### config.mk
export PLATFORM = sky130hd
export DESIGN_NAME = cle_serial_seq
export DESIGN_NICKNAME = d
export VERILOG_FILES = /design/src/rtl/cle_seq_pkg.sv /design/src/rtl/cle_seq_timer.sv /design/src/rtl/cle_serial_seq.sv
export SDC_FILE = /design/constraint.sdc
export NUM_CORES = 1
export LEC_CHECK = 0
export BUFFER_PORTS_ARGS = -buffer_cell sky130_fd_sc_hd__buf_2
export CORE_ASPECT_RATIO = 1.25
export CORE_MARGIN = 4
export CORE_UTILIZATION = 58
export CTS_BUF_LIST = sky130_fd_sc_hd__clkbuf_2 sky130_fd_sc_hd__clkbuf_4 sky130_fd_sc_hd__clkbuf_8
export DETAILED_ROUTE_END_ITERATION = 16
export PLACE_DENSITY_LB_ADDON = 0.12
export SYNTH_ARGS = -nofsm -noshare
export SYNTH_HDL_FRONTEND = slang
export SYNTH_SLANG_ARGS = --single-unit
export TNS_END_PERCENT = 100
### constraint.sdc
create_clock -name clk -period 2.3 [get_ports clk]
set_input_delay 0.345 -clock clk [delete_from_list [all_inputs] [get_ports clk]]
set_output_delay 0.345 -clock clk [all_outputs]
set_load 0.1 [all_outputs]
### src/rtl/cle_seq_pkg.sv
// cle_seq_pkg: state codes, bus command codes and counter sizing
// shared by the CLE serial sequencer files.
package cle_seq_pkg;

  typedef enum logic [2:0] {
    S_IDLE = 3'd0,
    S_LEAD = 3'd1,
    S_H0   = 3'd2,
    S_H1   = 3'd3,
    S_STOP = 3'd4,
    S_HUNT = 3'd5,
    S_RXH0 = 3'd6,
    S_RXH1 = 3'd7
  } state_t;

  localparam logic [3:0] CMD_LOAD  = 4'h2;
  localparam logic [3:0] CMD_TX    = 4'hA;
  localparam logic [3:0] CMD_RX    = 4'h9;
  localparam logic [3:0] CMD_ABORT = 4'hE;

  // bits needed to count 0..n-1
  function automatic int cnt_w(input int n);
    return (n <= 2) ? 1 : $clog2(n);
  endfunction

endpackage

### src/rtl/cle_seq_timer.sv
// cle_seq_timer: half-bit counter for the CLE sequencer, flags the
// last count of a half-bit and the mid-half sample point.
module cle_seq_timer #(
  parameter int HALF_CYC = 4
) (
  input  logic clk,
  input  logic rst_n,
  input  logic clr,
  output logic half_wrap,
  output logic mid
);
  import cle_seq_pkg::*;

  localparam int CW = cnt_w(HALF_CYC);

  logic [CW-1:0] count;

  assign half_wrap = (count == CW'(HALF_CYC - 1));
  assign mid       = (count == CW'(HALF_CYC / 2));

  always_ff @(posedge clk or negedge rst_n) begin
    if (!rst_n)
      count <= '0;
    else if (clr || half_wrap)
      count <= '0;
    else
      count <= count + CW'(1);
  end

endmodule

### src/rtl/cle_serial_seq.sv
// cle_serial_seq: bus-commanded Manchester serial TX/RX sequencer.
// Define CLE_SEQ_PARITY_EN to append/check an odd parity bit.
module cle_serial_seq #(
  parameter int DATA_W   = 8,
  parameter int HALF_CYC = 4
) (
  input  logic              clk,
  input  logic              rst_n,
  input  logic              sel,
  input  logic              br_w,
  input  logic [3:0]        ba,
  input  logic [DATA_W-1:0] wdata,
  input  logic              sd_in,
  output logic              sd_out,
  output logic              sd_oe,
  output logic [DATA_W-1:0] rdata,
  output logic              busy,
  output logic              done,
  output logic              err,
  output logic [2:0]        state
);
  import cle_seq_pkg::*;

`ifdef CLE_SEQ_PARITY_EN
  localparam int NBITS = DATA_W + 1;
`else
  localparam int NBITS = DATA_W;
`endif
  localparam int BW = cnt_w(NBITS);

  state_t st, st_n;
  logic half_wrap, mid, clr;
  logic idle, fin, last_bit, tx_bit;
  logic armed, sd_prev, rise, s0;
  logic cmd_load, cmd_tx, cmd_rx, cmd_abort;
  logic [BW-1:0] bitcnt;
  logic [DATA_W-1:0] tx_reg, tx_sh, rx_sh, rx_nxt;
`ifdef CLE_SEQ_PARITY_EN
  logic par_bit, tx_par;
`endif

  assign idle = (st == S_IDLE);

  // only ABORT is honoured while a transfer is running
  always_comb begin
    cmd_load  = 1'b0;
    cmd_tx    = 1'b0;
    cmd_rx    = 1'b0;
    cmd_abort = 1'b0;
    if (sel && br_w) begin
      unique case (1'b1)
        ba == CMD_LOAD:  cmd_load  = idle;
        ba == CMD_TX:    cmd_tx    = idle;
        ba == CMD_RX:    cmd_rx    = idle;
        ba == CMD_ABORT: cmd_abort = !idle;
        default: ;
      endcase
    end
  end

  assign rise     = sd_in & ~sd_prev;
  assign clr      = idle | ((st == S_HUNT) & ~armed & ~rise);
  assign last_bit = (bitcnt == BW'(NBITS - 1));
  assign rx_nxt   = {rx_sh[DATA_W-2:0], sd_in};
  assign fin      = half_wrap &
                    ((st == S_STOP) | ((st == S_RXH1) & last_bit));

`ifdef CLE_SEQ_PARITY_EN
  assign par_bit = (bitcnt == BW'(DATA_W));
  assign tx_bit  = par_bit ? tx_par : tx_sh[DATA_W-1];
`else
  assign tx_bit  = tx_sh[DATA_W-1];
`endif

  cle_seq_timer #(
    .HALF_CYC (HALF_CYC)
  ) u_timer (
    .clk       (clk),
    .rst_n     (rst_n),
    .clr       (clr),
    .half_wrap (half_wrap),
    .mid       (mid)
  );

  always_ff @(posedge clk or negedge rst_n) begin
    if (!rst_n)
      st <= S_IDLE;
    else
      st <= st_n;
  end

  always_comb begin
    st_n = st;
    unique case (st)
      S_IDLE: begin
        if (cmd_tx)
          st_n = S_LEAD;
        else if (cmd_rx)
          st_n = S_HUNT;
      end
      S_LEAD: if (half_wrap) st_n = S_H0;
      S_H0:   if (half_wrap) st_n = S_H1;
      S_H1:   if (half_wrap) st_n = last_bit ? S_STOP : S_H0;
      S_STOP: if (half_wrap) st_n = S_IDLE;
      S_HUNT: if (armed && half_wrap) st_n = S_RXH0;
      S_RXH0: if (half_wrap) st_n = S_RXH1;
      S_RXH1: if (half_wrap) st_n = last_bit ? S_IDLE : S_RXH0;
    endcase
    if (cmd_abort)
      st_n = S_IDLE;
  end

  always_ff @(posedge clk or negedge rst_n) begin
    if (!rst_n) begin
      tx_reg  <= '0;
      tx_sh   <= '0;
      rx_sh   <= '0;
      rdata   <= '0;
      err     <= 1'b0;
      done    <= 1'b0;
      bitcnt  <= '0;
      armed   <= 1'b0;
      sd_prev <= 1'b0;
      s0      <= 1'b0;
`ifdef CLE_SEQ_PARITY_EN
      tx_par  <= 1'b0;
`endif
    end else begin
      sd_prev <= sd_in;
      done    <= fin & ~cmd_abort;
      armed   <= (st == S_HUNT) & ~cmd_abort & (armed | rise);
      if (cmd_load)
        tx_reg <= wdata;
      if (cmd_tx) begin
        tx_sh <= tx_reg;
`ifdef CLE_SEQ_PARITY_EN
        tx_par <= ~^tx_reg;
`endif
      end
      if (cmd_rx)
        err <= 1'b0;
      if (idle)
        bitcnt <= '0;
      else if (half_wrap && (st == S_H1 || st == S_RXH1))
        bitcnt <= bitcnt + BW'(1);
      if (half_wrap && st == S_H1)
        tx_sh <= {tx_sh[DATA_W-2:0], 1'b0};
      if (mid && st == S_RXH0)
        s0 <= sd_in;
      // both halves equal is a Manchester violation
      if (mid && st == S_RXH1) begin
        if (sd_in == s0)
          err <= 1'b1;
`ifdef CLE_SEQ_PARITY_EN
        if (par_bit) begin
          if (!(^rx_sh ^ sd_in))
            err <= 1'b1;
        end else begin
          rx_sh <= rx_nxt;
        end
`else
        rx_sh <= rx_nxt;
`endif
      end
      // with HALF_CYC=2 the last sample lands on the wrap edge
      if (fin && st == S_RXH1 && !cmd_abort) begin
`ifdef CLE_SEQ_PARITY_EN
        rdata <= (mid && !par_bit) ? rx_nxt : rx_sh;
`else
        rdata <= mid ? rx_nxt : rx_sh;
`endif
      end
    end
  end

  always_comb begin
    sd_out = 1'b0;
    sd_oe  = 1'b0;
    unique case (st)
      S_LEAD: begin
        sd_out = 1'b1;
        sd_oe  = 1'b1;
      end
      S_H0: begin
        sd_out = ~tx_bit;
        sd_oe  = 1'b1;
      end
      S_H1: begin
        sd_out = tx_bit;
        sd_oe  = 1'b1;
      end
      S_STOP: sd_oe = 1'b1;
      default: ;
    endcase
  end

  assign busy  = ~idle;
  assign state = st;

endmodule

==> results.yml <==
yosys:
  synth_fa_ha_area_share_pct: 2.28
  synth_top_family_by_area: "multiplexers"
  synth-xor-area-share_pct: 1.60
  yosysTopAreaCell: "dfrtp_1"
  syn_avg_cell_area_um2: 11.3
  netlist_top_cells_area: "dfrtp_1, mux2_2, mux2i_1"
  yosysWarningCount: 0
  synth_mux_area_share_pct: 17.0
  synth_area_um2: 2190
  synth_compound_area_share_pct: 11.0
  synth-simple-area-share_pct: 13.1
  ys_ff_latch: 45
  synth_nets: 215
  synth_cells: 194
  yosysTopAreaCellShare_pct: 51.3
  synth_cell_types: 37
  ys_seq_area_share_pct: 51.3
timing:
  relSlewSlack_pct: 31.9
  fmax_mhz: 465
  hold_viol_final: 0
  setup_viol: 0
  layout_setup_ws_ps: 148
  slew_violations: 0
  rsz0062_at_grt: "no"
  fin_skew_ps: 4.45
  tns_ps: 0
  fin_crit_sh_pct: 93.5
  tightest_slew_ps: 1020
  period_minus_slack_ps: 2150
clocking:
  clk_pin_slew_ps: 80
  cts_tree: "done"
  clk_latency_ps: 300
  numCtsBuffers: 5
  clock_path_buffers: 2
  cts_root_buf: "clkbuf_8"
  numClockSinks: 45
  htree_levels: 2
  cts_hold_buf: 0
finish:
  fin_cells: 271
  area_growth_pct: 16.5
  drive_above_1_share_pct: 33.6
  seqCellArea_um2: 1130
  multi_input_area_um2: 1020
  num_antenna_cells: 0
  fillers: 284
  final_net_count: 252
floorplanning:
  initial_core_util_pct: 61.4
  rows: 24
  die_w_um: 63.0
  dieArea_um2: 4840
  pin_count: 33
  dieHeight_um: 76.8
  coreArea_um2: 3570
worst_setup_path:
  crit_family: "flip-flops"
  crit_path_max_incr_delay_ps: 590
  worstPathRequired_ps: 1960
  crit_fanout: 24
  cp.depth: 3
  critical_path_class: "reg -> out"
  cp_slowest_cell: "dfrtp_4"
  reg2regPathDepth: 5
  critical_path_buf_inv_count: 1
  cp.arrival_ps: 1810
  cp-start-kind: "flop"
  crit_path_cell_trace: "nor2_1 > xnor2_4 > buf_2"
  end_kind: "primary output"
placed_design:
  placed_cells: 260
  hpwl_um: 3230
  portBuffers: 32
  gp_congestion: 0.836
  pre_cts_ws_ps: 209
global_route:
  grt_max_degree: 25
  grt_pass1_vias: 1686
  grt.overflow.total: 0
  met2_usage_pct: 36.6
  busiest_layer: "met2"
  grt_use_met1_pct: 21.7
  use_met3_pct: 5.99
  grt_pass1_wl_um: 7740
  antenna_found_initial: 0
  grtUsageTotal_pct: 20.2
flow_run:
  max_cap_viol_count: 0
drt:
  routed_via_density: 5.86
  ant_nets: 0
  drtIter0Drc: 123
  wl_um: 4300
  dr.pass1.iters: 4
  wl_per_cell_um: 15.9
  vias: 1588
  drc_errors: 0
min_path:
  hp-class: "in -> async"
pwr:
  vdd_drop_max_mv: 0.616
  p_per_area_nw_per_um2: 1120
  total_leakage_power_nw: 1.17
status:
  run_status: "finished, final reports clean"
## metrics by stage
| stage | utilization, % | instance area (µm²) | power, mW | hold WS (ps) |
|---|---|---|---|---|
| final | 71.5 | 2560 | 2.85 | 15.2 |
| after global routing | 71.5 | 2560 | 3.04 | 35.0 |
| after CTS | 70.9 | 2530 | 2.86 | 21.4 |
| after detailed placement | 67.5 | 2410 | 2.23 | 346 |
| after global placement | 67.5 | 2410 | 2.19 | 335 |
| after floorplan | - | 2230 | 2.03 | 49.4 |
## synth_stat cells
library cell and count:
inv_1 4, a2111oi_2 1, o31ai_1 1, o31a_1 1, nand2_1 10, nor2b_1 2
nand3b_1 1, o211ai_1 1, nand2b_1 3, nand4_4 1, xnor2_1 2, o21ai_0 14
a2bb2oi_1 1, nor2_1 17, o22ai_1 2, and3_1 2, buf_1 1, clkbuf_1 1
or2_2 2, dfrtp_1 45, a21oi_1 16, nor3_4 1, mux2i_1 16, nor4bb_1 1
o2111ai_1 1, nand4b_1 2, xor2_1 2, buf_6 3, or3_1 2, nor3_1 3
a211oi_1 3, nand4_1 2, nor2_4 1, buf_2 5, mux2_2 19, ha_1 4
nand3_1 1
## layer usage
metal	up-vias	share of wire (%)	wire length (µm)
li1	769	-	-
met1	789	39	1670
met2	22	56	2420
met3	8	3.3	140
met4	0	1.7	74
met5	-	0	0
## cell families after synthesis
kind of cell               count (synthesis)
AOI/OAI and AO/OA                         41
xor gates and xnor gates                   4
muxes                                     35
buffers and inverters                     14
DFF                                       45
and+or+nand+nor                           51
adders and majority gates                  4
## cell type report
cell class	instances	area share [%]
tap	39	1.91
clock inverter	1	1.17
timing repair buffer	40	8.71
inverter	4	0.587
clock buffer	7	3.52
sequential	45	44.3
multi-input combinational	135	39.8
## worst paths after layout
path | start | to | slack (ps)
min | rst_n | bitcnt[2] | 20
max | state[0] | sd_oe | 150
max in group asynchronous | rst_n | rx_sh[3] | 1720
min reg2reg | u_timer.count[0] | u_timer.count[0] | 470
max reg2reg | state[0] | tx_sh[7] | 220
min in group clk | sd_in | sd_prev | 230
## timing repair
item | in CTS | in global routing
gates resized for setup | 1 | 0
endpoints found under the setup margin | 1 | 1
cloned | 0 | 0
hold endpoints to repair | 0 | 0
buffers inserted | 0 | 3
## power by group
group | leakage (nW) | switching, mW | internal (mW)
clock | 0.0619 | 0.256 | 0.366
combinational | 0.544 | 0.688 | 0.373
sequential | 0.566 | 0.195 | 0.974
## cell usage in the layout (no fill, tap or decap), types with 2 or more instances in the layout
cell type | synthesis | routed
nor2b_1 | 2 | 2
nand4b_1 | 2 | 2
and3_1 | 2 | 2
o22ai_1 | 2 | 2
a211oi_1 | 3 | 3
or2_2 | 2 | 2
nor3_1 | 3 | 3
nand2b_1 | 3 | 3
dfrtp_1 | 45 | 42
nand4_1 | 2 | 2
a21oi_1 | 16 | 15
nor2_1 | 17 | 17
ha_1 | 4 | 4
buf_2 | 5 | 31
inv_1 | 4 | 4
mux2i_1 | 16 | 16
buf_4 | 0 | 9
clkbuf_8 | 0 | 6
nand2_1 | 10 | 10
o21ai_0 | 14 | 14
dfrtp_2 | 0 | 2
xor2_1 | 2 | 2
mux2_2 | 19 | 19
or3_1 | 2 | 2
Note: power is estimated with default switching activity, not from simulation.
